$ cat src/rtl/truth_table_sweeper.sv
// Walks a 3-input combinational unit through all eight input vectors, captures
// its response into a truth table and compares the table against a reference.
module truth_table_sweeper #(
   parameter int SETTLE_CYCLES = 1
) (
   input  logic       clk,
   input  logic       rst_n,
   input  logic       start,
   input  logic       abort,
   input  logic [7:0] expected,
   output logic       in1,
   output logic       in2,
   output logic       in3,
   input  logic       out1,
   output logic       busy,
   output logic       done,
   output logic [7:0] truth_table,
   output logic       pass,
   output logic [2:0] mismatch_idx
);

   localparam logic [3:0] RELOAD = 4'(SETTLE_CYCLES - 1);

   typedef enum logic [1:0] {IDLE, SETTLE, SAMPLE, DONE} state_t;

   state_t     state, state_nxt;
   logic [2:0] idx, idx_nxt;
   logic [3:0] cnt, cnt_nxt;
   logic [7:0] exp_q, exp_nxt;
   logic [7:0] tt_nxt;
   logic       pass_nxt;
   logic [2:0] mis_nxt;
   logic       busy_nxt, done_nxt;
   logic [2:0] stim_nxt;

   function automatic logic [2:0] first_diff(input logic [7:0] a, input logic [7:0] b);
      first_diff = 3'd0;
      for (int i = 7; i >= 0; i--) begin
         if (a[i] != b[i]) first_diff = 3'(i);
      end
   endfunction

   // State and registered outputs
   always_ff @(posedge clk or negedge rst_n) begin
      if (!rst_n) begin
         state        <= IDLE;
         idx          <= 3'd0;
         cnt          <= 4'd0;
         exp_q        <= 8'd0;
         truth_table  <= 8'd0;
         pass         <= 1'b0;
         mismatch_idx <= 3'd0;
         busy         <= 1'b0;
         done         <= 1'b0;
         {in1, in2, in3} <= 3'd0;
      end else begin
         state        <= state_nxt;
         idx          <= idx_nxt;
         cnt          <= cnt_nxt;
         exp_q        <= exp_nxt;
         truth_table  <= tt_nxt;
         pass         <= pass_nxt;
         mismatch_idx <= mis_nxt;
         busy         <= busy_nxt;
         done         <= done_nxt;
         {in1, in2, in3} <= stim_nxt;
      end
   end

   always_comb begin
      state_nxt = state;
      idx_nxt   = idx;
      cnt_nxt   = cnt;
      exp_nxt   = exp_q;
      tt_nxt    = truth_table;
      pass_nxt  = pass;
      mis_nxt   = mismatch_idx;
      case (state)
         IDLE: begin
            if (start && !abort) begin
               state_nxt = SETTLE;
               idx_nxt   = 3'd0;
               cnt_nxt   = RELOAD;
               exp_nxt   = expected;
               tt_nxt    = 8'd0;
               pass_nxt  = 1'b0;
               mis_nxt   = 3'd0;
            end
         end
         SETTLE: begin
            if (abort) begin
               state_nxt = IDLE;
               pass_nxt  = 1'b0;
               mis_nxt   = 3'd0;
            end else if (cnt == 4'd0) begin
               state_nxt = SAMPLE;
            end else begin
               cnt_nxt = cnt - 4'd1;
            end
         end
         SAMPLE: begin
            if (abort) begin
               state_nxt = IDLE;
               pass_nxt  = 1'b0;
               mis_nxt   = 3'd0;
            end else begin
               tt_nxt[idx] = out1;
               if (idx == 3'd7) begin
                  // Verdict is taken from the table including the final sample
                  state_nxt = DONE;
                  pass_nxt  = (tt_nxt == exp_q);
                  mis_nxt   = first_diff(tt_nxt, exp_q);
               end else begin
                  state_nxt = SETTLE;
                  idx_nxt   = idx + 3'd1;
                  cnt_nxt   = RELOAD;
               end
            end
         end
         DONE: begin
            state_nxt = IDLE;
         end
         default: begin
            state_nxt = IDLE;
         end
      endcase
   end

   always_comb begin
      busy_nxt = (state_nxt == SETTLE) || (state_nxt == SAMPLE);
      done_nxt = (state_nxt == DONE);
      stim_nxt = busy_nxt ? idx_nxt : 3'd0;
   end

endmodule

$ cat config.mk
export PLATFORM = sky130hd
export DESIGN_NAME = truth_table_sweeper
export DESIGN_NICKNAME = d
export VERILOG_FILES = /design/src/rtl/truth_table_sweeper.sv
export SDC_FILE = /design/constraint.sdc
export NUM_CORES = 1
export LEC_CHECK = 0
export CAP_MARGIN = 15
export CORE_MARGIN = 2
export CORE_UTILIZATION = 48
export CTS_BUF_LIST = sky130_fd_sc_hd__clkbuf_4 sky130_fd_sc_hd__clkbuf_8 sky130_fd_sc_hd__clkbuf_16
export DETAILED_ROUTE_END_ITERATION = 8
export PLACE_DENSITY = 0.81
export SYNTH_ARGS = -nofsm -noshare
export SYNTH_HDL_FRONTEND = slang
export SYNTH_SLANG_ARGS = --single-unit
$ cat constraint.sdc
create_clock -name clk -period 1.6 [get_ports clk]
set_input_delay 0.4 -clock clk [delete_from_list [all_inputs] [get_ports clk]]
set_output_delay 0.4 -clock clk [all_outputs]
set_load 0.05 [all_outputs]
=== Word level (Yosys, flattened, before mapping) ===
Cells that the tools add are included.

* Word-level logic and storage cells: 92
* Flip-flop bits (word level): 34

* Mux-type cells: 41
* Order comparisons: 2
* Add/sub/neg operators: 2
* Reduce and logical (&&, ||, !) cells: 12
* Equal/unequal tests: 23

{| class="wikitable"
|+ Operators by type and width
! operator !! count
|-
| $mux W3 || 16
|-
| $mux W4 || 5
|-
| $mux W8 || 2
|-
| $pmux W8 S2 || 1
|-
| $ne A2 B2 Y1 const B || 6
|-
| $pmux W4 S3 || 1
|-
| $mux W2 || 5
|-
| $pmux W3 S3 || 1
|-
| $bwmux W8 || 1
|-
| $eq A2 B2 Y1 const B || 4
|-
| $eq A8 B8 Y1 || 1
|-
| $ne A1 B1 Y1 || 8
|-
| $pmux W2 S4 || 1
|-
| $pmux W3 S2 || 1
|-
| $reduce_and A6 Y1 || 1
|-
| $mux W1 || 5
|-
| $eq A2 B1 Y1 const B || 2
|-
| $logic_not A4 Y1 || 1
|-
| $lt A3 B4 Y1 const B || 1
|-
| $reduce_and A4 Y1 || 1
|-
| $sub A4 B1 Y4 const B || 1
|-
| $add A3 B1 Y3 const B || 1
|-
| $demux W1 S3 || 1
|-
| $eq A3 B3 Y1 const B || 1
|-
| other kinds (11) || 12
|}

=== Longest topological paths before layout ===
Gate-level depths: netlist of run 1.

* Word-level depth: 17
* Gate-level depth with buffers: 8

=== Worst setup path after synthesis of run 1 ===
No wires, ideal clock.

* Path type: register to register
* Start point: register idx[1]
* End point: register mismatch_idx[0]
* Cell stages (with the launch flop): 8
* Data required time: 1.468 ns
* Period minus slack after synthesis: 1.754 ns
* Library setup time: 0.132 ns
* Setup slack: -0.154 ns
* Arrival time: 1.622 ns
* Path buffers: 1
* Path through: dfrtp_1 -> buf_4 -> nor3_4 -> mux2i_1 -> mux2i_1 -> and2b_1 -> a21oi_1 -> o31ai_1

* Cells in the longest elaborated chain, start to end: 17
* Elaborated cells on any way between the ends: 28
* Classes of those cells: order compare (2); eq/ne (10); mux (14); reduce/logical (2)

{| class="wikitable"
|+ Ends and longest elaborated chain
! element !! RTL line !! RTL
|-
| from (decl) || 27 || <nowiki>logic [2:0] idx, idx_nxt;</nowiki>
|-
| from (signal assigned) || 58 || <nowiki>idx <= idx_nxt;</nowiki>
|-
| $lt A3 B4 Y1 (not written as such) or $ge A3 B1 Y1 (tied branches) || 107 || <nowiki>tt_nxt[idx] = out1;</nowiki>
|-
| $logic_and A1 B1 Y1 (not written as such) || 107 ||
|-
| $mux W1 (not written as such) || 107 ||
|-
| $demux W1 S3 || 107 ||
|-
| $bwmux W8 || 107 ||
|-
| $ne A1 B1 Y1 || 39 || <nowiki>if (a[i] != b[i]) first_diff = 3'(i);</nowiki>
|-
| $mux W3 (8 in series) || 39 ||
|-
| $mux W3 || 108 || <nowiki>if (idx == 3'd7) begin</nowiki>
|-
| $mux W3 || 102 || <nowiki>if (abort) begin</nowiki>
|-
| $pmux W3 S3 || 78 || <nowiki>case (state)</nowiki>
|-
| to (signal assigned) || 63 || <nowiki>mismatch_idx <= mis_nxt;</nowiki>
|-
| to (decl) || 19 || <nowiki>output logic [2:0] mismatch_idx</nowiki>
|}

Several ways; a longest one is shown, not always the timed one. The select of a mux whose other input is x is not followed.
A chain may end at the register's enable or synchronous reset.

=== Final worst setup path of run 1 ===
* Start point: register idx[0]
* End point: register pass

* Cells in the longest elaborated chain, start to end: 9
* Elaborated cells on any way between the ends: 13
* Classes of those cells: order compare (2); eq/ne (3); mux (6); reduce/logical (2)

{| class="wikitable"
|+ Ends and longest elaborated chain
! element !! RTL line !! RTL
|-
| $lt A3 B4 Y1 (not written as such) or $ge A3 B1 Y1 (tied branches) || 107 ||
|-
| $logic_and A1 B1 Y1 (not written as such) || 107 ||
|-
| $mux W1 (not written as such) || 107 ||
|-
| $demux W1 S3 || 107 ||
|-
| $bwmux W8 || 107 ||
|-
| $eq A8 B8 Y1 || 111 || <nowiki>pass_nxt = (tt_nxt == exp_q);</nowiki>
|-
| $mux W1 || 108 ||
|-
| $mux W1 || 102 ||
|-
| $pmux W1 S3 || 78 ||
|-
| to (signal assigned) || 62 || <nowiki>pass <= pass_nxt;</nowiki>
|-
| to (decl) || 18 || <nowiki>output logic pass,</nowiki>
|}

Several ways; a longest one is shown, not always the timed one. The select of a mux whose other input is x is not followed.

==> summary.md, run 1 <==
| Metric | Value |
|---|---|
| Outcome | `complete, but fails checks` |
| Failing checks | `negative setup slack` |
| I/O Buffers | `29` |
| Final HPWL DP | `between 3000 and 4000 µm` |
| Leak | `approximately 1.5 nW` |
| Top FF cell, synth | `dfrtp_1` |
| Area Growth Syn to Fin | `66.85%` |
| Fin area | `around 0.003 mm²` |
| Root buffer cell | `clkbuf_8` |
| Post-Synth Adder-Cell Area | `0.02706` |
| Final worst slack | `-0.3829 ns` |
| R2R setup slack | `-0.38 ns` |
| Placeable Area | `between 0.003 and 0.004 mm²` |
| First-pass GRT wire length | `around 8100 µm` |
| Mux contribution to synthesized area | `0.05548` |
| Arrival time of the worst setup path | `~2.2 ns` |
| Area of the multi-input gates | `about 0.0011 mm²` |
| Largest net degree at the start of global routing | `35` |
| Synth Register Bits | `34` |
| Max Slew Vio Count | `0` |
| Residual DRC count | `0` |
| Post-synth top area share | `0.4601` |
| Reg2reg start | `idx[0]` |
| Synth warn | `0` |
| Die area | `around 0.0044 mm²` |
| Die height | `~66 µm` |
| Register-to-Register Path Depth | `8` |
| Global route total overflow | `0` |
| Worst Skew | `just under 0.01 ns` |
| Reg area | `around 850 µm²` |
| Nets | `between 200 and 300` |
| Fill count | `about 180` |
| Critical path class | `register to register` |
| Max-cap viol count | `0` |
| PnR Total Power | `3.637 mW` |
| H-tree depth | `2` |
| CP required | `about 1.8 ns` |
| Hold Path Class | `primary input to async pin` |
| Synth Area in Compound Gates | `0.1110` |
| Vias after detailed routing | `1730` |
| Final Hold Fails | `0` |
| Post-synthesis net count | `202` |
| Top-level port count | `30` |
| Die X | `around 66 µm` |
| Fmax | `504.3 MHz` |
| RSZ-0062 raised after global routing | `true` |
| Worst setup SP type | `register` |
| Crit Reg-Reg Endpoint | `pass` |
| Power density cells | `approximately 1200 mW/mm²` |
| Final period util | `1.239` |
| Total GRT Usage | `0.2518` |
| Min Clock Period, post-route | `1.983 ns` |
| Worst Tran Pin Value | `just under 0.3 ns` |
| Async set-reset flop share out of synthesis | `1.000` |
| Clock tree buffer depth | `2` |
| Main combinational cell family by area after synthesis | `simple AND/OR/NAND/NOR gates` |
| Worst Path Max Fanout | `6` |
| Dpl cell area | `~0.0026 mm²` |
| Row count | `22` |
| Post-DRT Antenna Nets | `0` |
| Diodes inserted | `0` |
| Number of synthesized flops with an enable pin | `0` |
| Sum Neg Setup Slack | `-1.912 ns` |
| Vias in the first global route | `1692` |
| Total CTS buffers | `5` |
| RePlAce Congestion | `about 0.86` |
| Clock transition at the registers of the reported paths | `about 0.070 ns` |
| Mapped Area | `between 0.0015 and 0.002 mm²` |
| Rel. slew slack | `0.8059` |
| Final setup viols | `9` |
| Cell taking the most area after synthesis | `dfrtp_1` |
| Dominant cells by area after synthesis | `dfrtp_1 46%, nand2_1 7.5%, mux2i_1 4.3%` |
| CTS Hold Bufs | `0` |
| Routed len/inst | `around 17 µm` |
| Most frequent cells in the layout | `48 x buf_4, 34 x nand2_1, 31 x dfrtp_1, 20 x buf_12, 11 x clkdlybuf4s50_1` |
| Register area share after synthesis | `0.4601` |
| Layout cell share with drive strength beyond 1 | `0.4739` |
| Initial core utilization | `0.5014` |
| Antenna violations before repair | `0` |
| Via density | `5.475` |
| Initial DRC Count | `131` |
| Cells after synthesis | `about 190` |
| Post-Synth XOR/XNOR Area | `0.04736` |
| Crit. End Element | `register` |
| Most common cell after layout, fill and taps aside | `buf_4` |
| Area share of and/or/nand/nor cells after synthesis | `0.2476` |
| First-pass DRT Iterations | `4` |
| CTS tree | `built` |
| WL final | `5372 µm` |
| Unique cell type count in the Yosys netlist | `38` |
| Peak VDD IR | `between 0.7 and 0.8 mV` |
| Avg Inst Size Synth | `9.996 µm²` |
| Sink Count | `34` |
| Clock Latency Late Sink | `about 0.28 ns` |
final cells by class:
cell class | instances | share of cell area
multi-input cells | 133 | 0.3621
repair buffers | 85 | 0.3033
flip-flops and latches | 34 | 0.2770
clock buffers | 6 | 0.02474
well taps | 48 | 0.01946
inverters | 9 | 0.01095
clock inverters | 1 | 0.002433
layer usage:
layer  wire [µm]  vias to the layer above  global-route usage
met5           0                        -                   0
met4         253                        0              0.1122
met1        2160                      855              0.3166
met3         217                       20             0.04600
met2        2740                       57              0.4230
li1            -                      798                   -
synth_stat cells, types with 2 or more instances:
library cell and n:
a21oi_1 9, buf_4 3, o22ai_1 4, ha_1 4, buf_6 2, nand3b_4 3
o21ai_0 11, mux2i_1 8, and2_1 4, a22o_1 5, nor2b_1 2, nand3_1 3
o21ai_1 2, nand3b_1 2, nor2_1 9, nand2_1 37, nor3_1 2, inv_1 9
xnor2_1 7, clkbuf_1 3, nor3b_2 4, dfrtp_1 34, xor2_1 3
state kept, by name (all words and copies together), names as in the netlist:
| register | flops |
|---|---|
| done | 1 |
| pass | 1 |
| cnt | 4 |
| truth_table | 8 |
| busy | 1 |
| in1 | 1 |
| mismatch_idx | 3 |
| in2 | 1 |
| idx | 3 |
| state | 2 |
| in3 | 1 |
| exp_q | 8 |
worst max-delay path: stages, from the launching register on:
cell and delay (ns):
dfrtp_1 0.44, buf_12 0.16, buf_6 0.11, nor3b_4 0.19, mux2i_1 0.27, xor2_1 0.25, nand2_1 0.15, nor3_2 0.16
a32o_1 0.19
timing repair:
item / 4_1_cts / 5_1_grt
gates cloned: 0 / 0
gates resized for setup: 37 / 15
pin swaps: 12 / 8
setup buffers: 13 / 6
setup endpoints to repair: 18 / 20
how the worst max path moves through the flow:
stage / cells after the start / to / start
after floorplan: 7 / mismatch_idx[0] / idx[1]
after global placement: 7 / mismatch_idx[0] / abort
after detailed placement: 7 / mismatch_idx[0] / abort
after CTS: 7 / mismatch_idx[0] / idx[0]
after global routing: 8 / pass / idx[0]
final: 8 / pass / idx[0]
report_power, final:
| group | switching (mW) | internal (mW) | total [mW] |
|---|---|---|---|
| registers | 0.186 | 1.04 | 1.23 |
| clock network | 0.292 | 0.315 | 0.607 |
| logic | 0.890 | 0.912 | 1.80 |
| total | 1.37 | 2.27 | 3.64 |
kinds of logic after synthesis:
group,count (synthesis)
muxes,9
DFF,34
buffers and inverters,18
adders and majority gates,4
AOI/OAI and AO/OA,34
and+or+nand+nor,76
xor gates and xnor gates,10
stage by stage:
step,util,std cells,hold WS (ns),worst slack [ns]
2_1_floorplan,-,185,0.1044,-0.1263
3_5_place_dp,0.7127,290,0.4852,-0.4985
4_1_cts,0.8050,310,0.4846,-0.2497
3_3_place_gp,0.7127,290,0.4800,-0.4416
5_1_grt,0.8365,316,0.4982,-0.4840
6_report,0.8365,316,0.4782,-0.3829
(Power assumes the default switching activity.)
==> run 2, diff against run 1 <==
- CORE_UTILIZATION: 48 -> 41
- PLACE_DENSITY: 0.81 -> 0.71
==> run 2 against run 1 <==
Net effect:
- the run still ends with negative setup slack left
- critical path type unchanged
- sequential power is essentially flat
- power shrank 6.0%
- utilization shrank 16 points
- combinational power shrank 14%
- largest power group unchanged
- register-to-register slack gained 0.17 ns
- first-iteration DRC count shrank 6.9%
- cell count shrank 1.6%
- non-clock buffer count shrank 9
==> summary.md, run 2 (same netlist as run 1, synthesis figures left out) <==
| Metric | Value |
|---|---|
| Outcome | `complete, but fails checks (unchanged)` |
| Failing checks | `negative setup slack (unchanged)` |
| H-tree depth | `2 (unchanged)` |
| Rel. slew slack | `0.8277 (was 0.8059)` |
| Antenna violations before repair | `0 (unchanged)` |
| Placed insts | `292 (was 290)` |
| Peak VDD IR | `0.7430 mV (was 0.7879 mV)` |
| RePlAce Congestion | `0.8531 (was 0.8566)` |
| Fin cells | `311 (was 316)` |
| WL final | `4501 µm (was 5372 µm)` |
| Pre-CTS setup slack | `-0.4474 ns (was -0.4985 ns)` |
| Sink Count | `34 (unchanged)` |
| Nets | `276 (was 285)` |
| Sw Share | `0.3621 (was 0.3760)` |
| Clock share of power | `0.177 (was 0.167)` |
| Area of the multi-input gates | `0.001052 mm² (was 0.001117 mm²)` |
| Total GRT Usage | `0.1856 (was 0.2518)` |
| Die area | `0.005064 mm² (was 0.004365 mm²)` |
| Combinational power share | `0.454 (was 0.495)` |
| Seq pwr share | `0.369 (was 0.338)` |
| Worst Skew | `0.004786 ns (was 0.009836 ns)` |
| Post-DRT Antenna Nets | `0 (unchanged)` |
| Worst setup SP type | `register (unchanged)` |
| WHS | `0.4751 ns (was 0.4782 ns)` |
| Fmax | `551.1 MHz (was 504.3 MHz)` |
| Min Clock Period, post-route | `1.814 ns (was 1.983 ns)` |
| Final period util | `1.134 (was 1.239)` |
| CP required | `1.77 ns (was 1.82 ns)` |
| Worst Path Max Fanout | `8 (was 6)` |
| Via density | `5.045 (was 5.475)` |
| I/O Buffers | `29 (unchanged)` |
| Sum Neg Setup Slack | `-0.7745 ns (was -1.912 ns)` |
| Total CTS buffers | `5 (unchanged)` |
| Layout cell share with drive strength beyond 1 | `0.4479 (was 0.4739)` |
| Internal power | `2.181 mW (was 2.269 mW)` |
| Vias after detailed routing | `1569 (was 1730)` |
| Max-cap viol count | `0 (unchanged)` |
| Area Growth Syn to Fin | `58.86% (was 66.85%)` |
| Final worst slack | `-0.2145 ns (was -0.3829 ns)` |
| First-pass DRT Iterations | `4 (unchanged)` |
| Most frequent cells in the layout | `42 x buf_4, 33 x nand2_1, 29 x dfrtp_1, 18 x buf_12 (was 48 x buf_4, 34 x nand2_1, 31 x dfrtp_1, 20 x buf_12, 11 x clkdlybuf4s50_1)` |
| Residual DRC count | `0 (unchanged)` |
| Routed len/inst | `14.47 µm (was 17.00 µm)` |
| Initial DRC Count | `122 (was 131)` |
| Most common cell after layout, fill and taps aside | `buf_4 (unchanged)` |
| PnR Total Power | `3.419 mW (was 3.637 mW)` |
| Row count | `24 (was 22)` |
| Crit. End Element | `register (unchanged)` |
| CTS tree | `built (unchanged)` |
| Leak | `1.433 nW (was 1.493 nW)` |
| Power density cells | `1164 mW/mm² (was 1179 mW/mm²)` |
| Global route total overflow | `0 (unchanged)` |
| Max Slew Vio Count | `0 (unchanged)` |
| Diodes inserted | `0 (unchanged)` |
| Die height | `71.16 µm (was 66.07 µm)` |
| Sw Pwr | `1.238 mW (was 1.368 mW)` |
| Initial core utilization | `0.4247 (was 0.5014)` |
| First-pass GRT wire length | `7265 µm (was 8107 µm)` |
| Vias in the first global route | `1610 (was 1692)` |
| Worst Tran Pin Value | `0.2535 ns (was 0.2881 ns)` |
| Top-level port count | `30 (unchanged)` |
| Arrival time of the worst setup path | `1.98 ns (was 2.21 ns)` |
| Final Hold Fails | `0 (unchanged)` |
| Final HPWL DP | `3038 µm (was 3082 µm)` |
| Reg area | `857.1 µm² (was 854.6 µm²)` |
| Root buffer cell | `clkbuf_8 (unchanged)` |
| Critical path class | `register to register (unchanged)` |
| Largest registers | `exp_q x8, truth_table x8, cnt x4 (unchanged)` |
| Largest net degree at the start of global routing | `35 (unchanged)` |
| Clock tree buffer depth | `2 (unchanged)` |
| Clock Latency Late Sink | `0.29 ns (was 0.28 ns)` |
| Die X | `71.16 µm (was 66.07 µm)` |
| Clock transition at the registers of the reported paths | `0.07 ns (about the same)` |
| Hold Path Class | `primary input to async pin (unchanged)` |
| Final setup viols | `9 (unchanged)` |
| Placeable Area | `0.004354 mm² (was 0.003689 mm²)` |
| Fill count | `293 (was 181)` |
| RSZ-0062 raised after global routing | `true (unchanged)` |
## run 2: power by group through the flow
stage	Combinational (mW)	Clock (mW)	Sequential, mW
floorplan	0.732	0	1.24
global placement	1.20	0	1.24
detailed placement	1.23	0	1.24
CTS	1.37	0.626	1.24
global route	1.71	0.661	1.28
finish	1.55	0.606	1.26
## run 2: what timing repair did
action	CTS	global route
resized for setup	15	28
gates cloned	0	0
endpoints found under the setup margin	18	23
buffers inserted	4	8
hold buffers	0	0
hold endpoints to repair	0	0
pin swaps	4	8
## run 2: metal layers
layer / vias to the layer above / GRT usage / wire length (µm) / part of all wire
li1: 773 / - / - / -
met1: 759 / 0.2330 / 1949 / 0.43
met2: 26 / 0.3035 / 2308 / 0.51
met3: 11 / 0.04416 / 137 / 0.030
met4: 0 / 0.08386 / 106 / 0.024
met5: - / 0 / 0 / 0
## run 2: layout make-up
class | count | area share
multi-input combinational | 133 | 0.3582
clock buffer | 6 | 0.02598
inverter | 9 | 0.01150
sequential | 34 | 0.2917
timing repair buffer | 76 | 0.2879
clock inverter | 1 | 0.002555
tap | 52 | 0.02215
## run 2: path summary, 6_finish.rpt
kind | slack [ns] | from | cells past startpoint | end
worst max-delay path | -0.21 | idx[1] | 6 | mismatch_idx[0]
worst min-delay path | 0.48 | rst_n | 2 | exp_q[1]
worst max register to register | -0.21 | idx[1] | 6 | mismatch_idx[0]
worst min register to register | 0.51 | exp_q[3] | 2 | exp_q[3]
max in group asynchronous | 0.93 | rst_n | 2 | idx[2]
min in group clk | 0.51 | exp_q[3] | 2 | exp_q[3]
## run 2: per-stage QoR
step,cell area (µm²),util
4_1_cts,2784,0.6394
5_1_grt,2938,0.6747
3_3_place_gp,2606,0.5986
3_5_place_dp,2606,0.5986
2_1_floorplan,1864,-
6_report,2938,0.6747
## run 2: worst max-delay path: stages, from the launching register on
cell and delay, ns:
dfrtp_2 0.49, nor3_4 0.22, mux2i_2 0.26, mux2i_2 0.32, and2b_1 0.22, a21oi_1 0.10, o31ai_1 0.08
==> run 3, diff against run 2 <==
- ABC_CLOCK_PERIOD_IN_PS: not set -> 1600
==> results of run 3 <==
The final DEF is identical to that of run 2; final timing and power are the same.
==> RTL change, RTL diff (flow settings as in run 2) <==
The 4 states of `state_t` get a one-hot encoding in 4 bits.
--- a/src/rtl/truth_table_sweeper.sv
+++ b/src/rtl/truth_table_sweeper.sv
@@ -21,7 +21,7 @@
 
    localparam logic [3:0] RELOAD = 4'(SETTLE_CYCLES - 1);
 
-   typedef enum logic [1:0] {IDLE, SETTLE, SAMPLE, DONE} state_t;
+   typedef enum logic [3:0] {IDLE = 4'b0001, SETTLE = 4'b0010, SAMPLE = 4'b0100, DONE = 4'b1000} state_t;
 
    state_t     state, state_nxt;
    logic [2:0] idx, idx_nxt;
Formal check against the unedited RTL: same outputs for any inputs over 10 cycles, from zero or initial values and one cycle with rst_n low; not proved beyond that.
==> RTL change against run 2 <==
The run still ends with negative setup slack left; count of clock-buffer cells in the layout grew 1; critical path depth increased by 1; fmax shrank 4.4%; sequential share of layout area grew 0.72 points; wire length increased by 11%; sequential cell count increased by 2; worst setup slack worse by 0.083 ns; cell area is 3.2% higher; final cell count grew 0.64%; area after synthesis is 3.9% higher; critical path type unchanged; critical endpoint is now mismatch_idx[2]; largest cell class unchanged.
Power is not compared: it rests on default switching activity, and its combinational part moved more than twofold at a synthesized area within 25%.
==> RTL change: results <==
export IMPL_run_status="finished with violations"
export IMPL_violations="negative setup slack"
export IMPL_synth_mux_area_fraction=0.0957
export IMPL_seq_area_frac_synth=0.469
export IMPL_worst_slack_ns=-0.297
export IMPL_rr_worst_depth=7
export IMPL_synth_compound_area_share=0.100
export IMPL_place_ws_ns=-0.532
export IMPL_numPortBuffers=29
export IMPL_critPathTopFamily="simple AND/OR/NAND/NOR gates"
export IMPL_synth_cell_types=46
export IMPL_r2r_end="mismatch_idx[2]"
export IMPL_largestRegisters="exp_q x8, truth_table x8"
export IMPL_finalInstanceArea_sq_um=3030
export IMPL_synthTopCellsByCount="dfrtp_1, nand2_1, nor2_1"
export IMPL_critical_path_slowest_cell="dfrtp_2"
export IMPL_drt_iter0_markers=106
export IMPL_num_vias=1675
export IMPL_ir_drop_v=0.000371
export IMPL_grt_pass1_vias=1763
export IMPL_h_tree_depth=2
export IMPL_final_cell_count_no_fill=313
export IMPL_dpl_cell_area_sq_um=2680
export IMPL_synth_area_per_cell_sq_um=10.5
export IMPL_pg_comb_w=0.000346
export IMPL_antenna_found_initial=0
export IMPL_track_usage=0.200
export IMPL_grt_pass1_wl_microns=7940
export IMPL_power_leakage_nw=1.42
export IMPL_synth_fp_nets=199
export IMPL_cts_root_buf="clkbuf_8"
export IMPL_synthAdderAreaFrac=0.0195
export IMPL_cts_buffers=5
export IMPL_cts_setup_buffers=11
export IMPL_path_class="reg2reg"
export IMPL_cp_data_arrival_time_ns=2.12
export IMPL_fillerInstances=318
export IMPL_wirelength_microns=4990
export IMPL_drive_gt1_frac=0.448
export IMPL_p_sw_frac=0.266
export IMPL_grt_max_degree=24
export IMPL_setup_tns_final_ns=-2.66
export IMPL_cts_resized=28
export IMPL_whs_ns=0.431
export IMPL_netlist_top_cells_area="dfrtp_1, mux2_2, mux2i_1"
export IMPL_tightest_slew_ns=0.428
export IMPL_skew_ns=0.00695
export IMPL_finalSetupViolCount=25
export IMPL_dpl_cell_count=293
export IMPL_dp_hpwl_microns=3240
export IMPL_first_pass_iters=4
export IMPL_synth_xor_area_share=0.0501
export IMPL_gp_congestion=0.859
export IMPL_hp_class="in2async"
export IMPL_ant_nets=0
export IMPL_cap_violations=0
export IMPL_diodes=0
export IMPL_crit_fanout=7
-- RTL change: cell count changes after synthesis, moves of 3 or more --
cell and delta:
o21ai_0 -3, nand3_1 +4, xor2_1 +3, or2_1 +3, buf_2 +3, a22o_1 -4
nor2_1 +7, mux2_2 +8, nand2_1 -20
-- RTL change: kinds of logic (layout without fill, tap and decap cells) --
family                   after synthesis  in the layout
AND/OR/NAND/NOR                       69             70
buffers and inverters                 17             94
multiplexers                          17             17
AO/OA/AOI/OAI                         30             30
adder cells (fa/ha/maj)                3              3
flip-flops                            36             36
XOR/XNOR                              11             11
-- RTL change: layer usage --
layer  track usage  wire length [microns]
met4        0.0947                     91
met5             0                      0
met1         0.237                   2130
met2         0.339                   2550
met3        0.0542                    216
-- RTL change: cell type report --
class / count / share of cell area
multi-input combinational: 131 / 0.361
sequential: 36 / 0.299
timing repair buffer: 77 / 0.275
clock buffer: 7 / 0.0297
tap: 52 / 0.0215
inverter: 9 / 0.0111
clock inverter: 1 / 0.00248
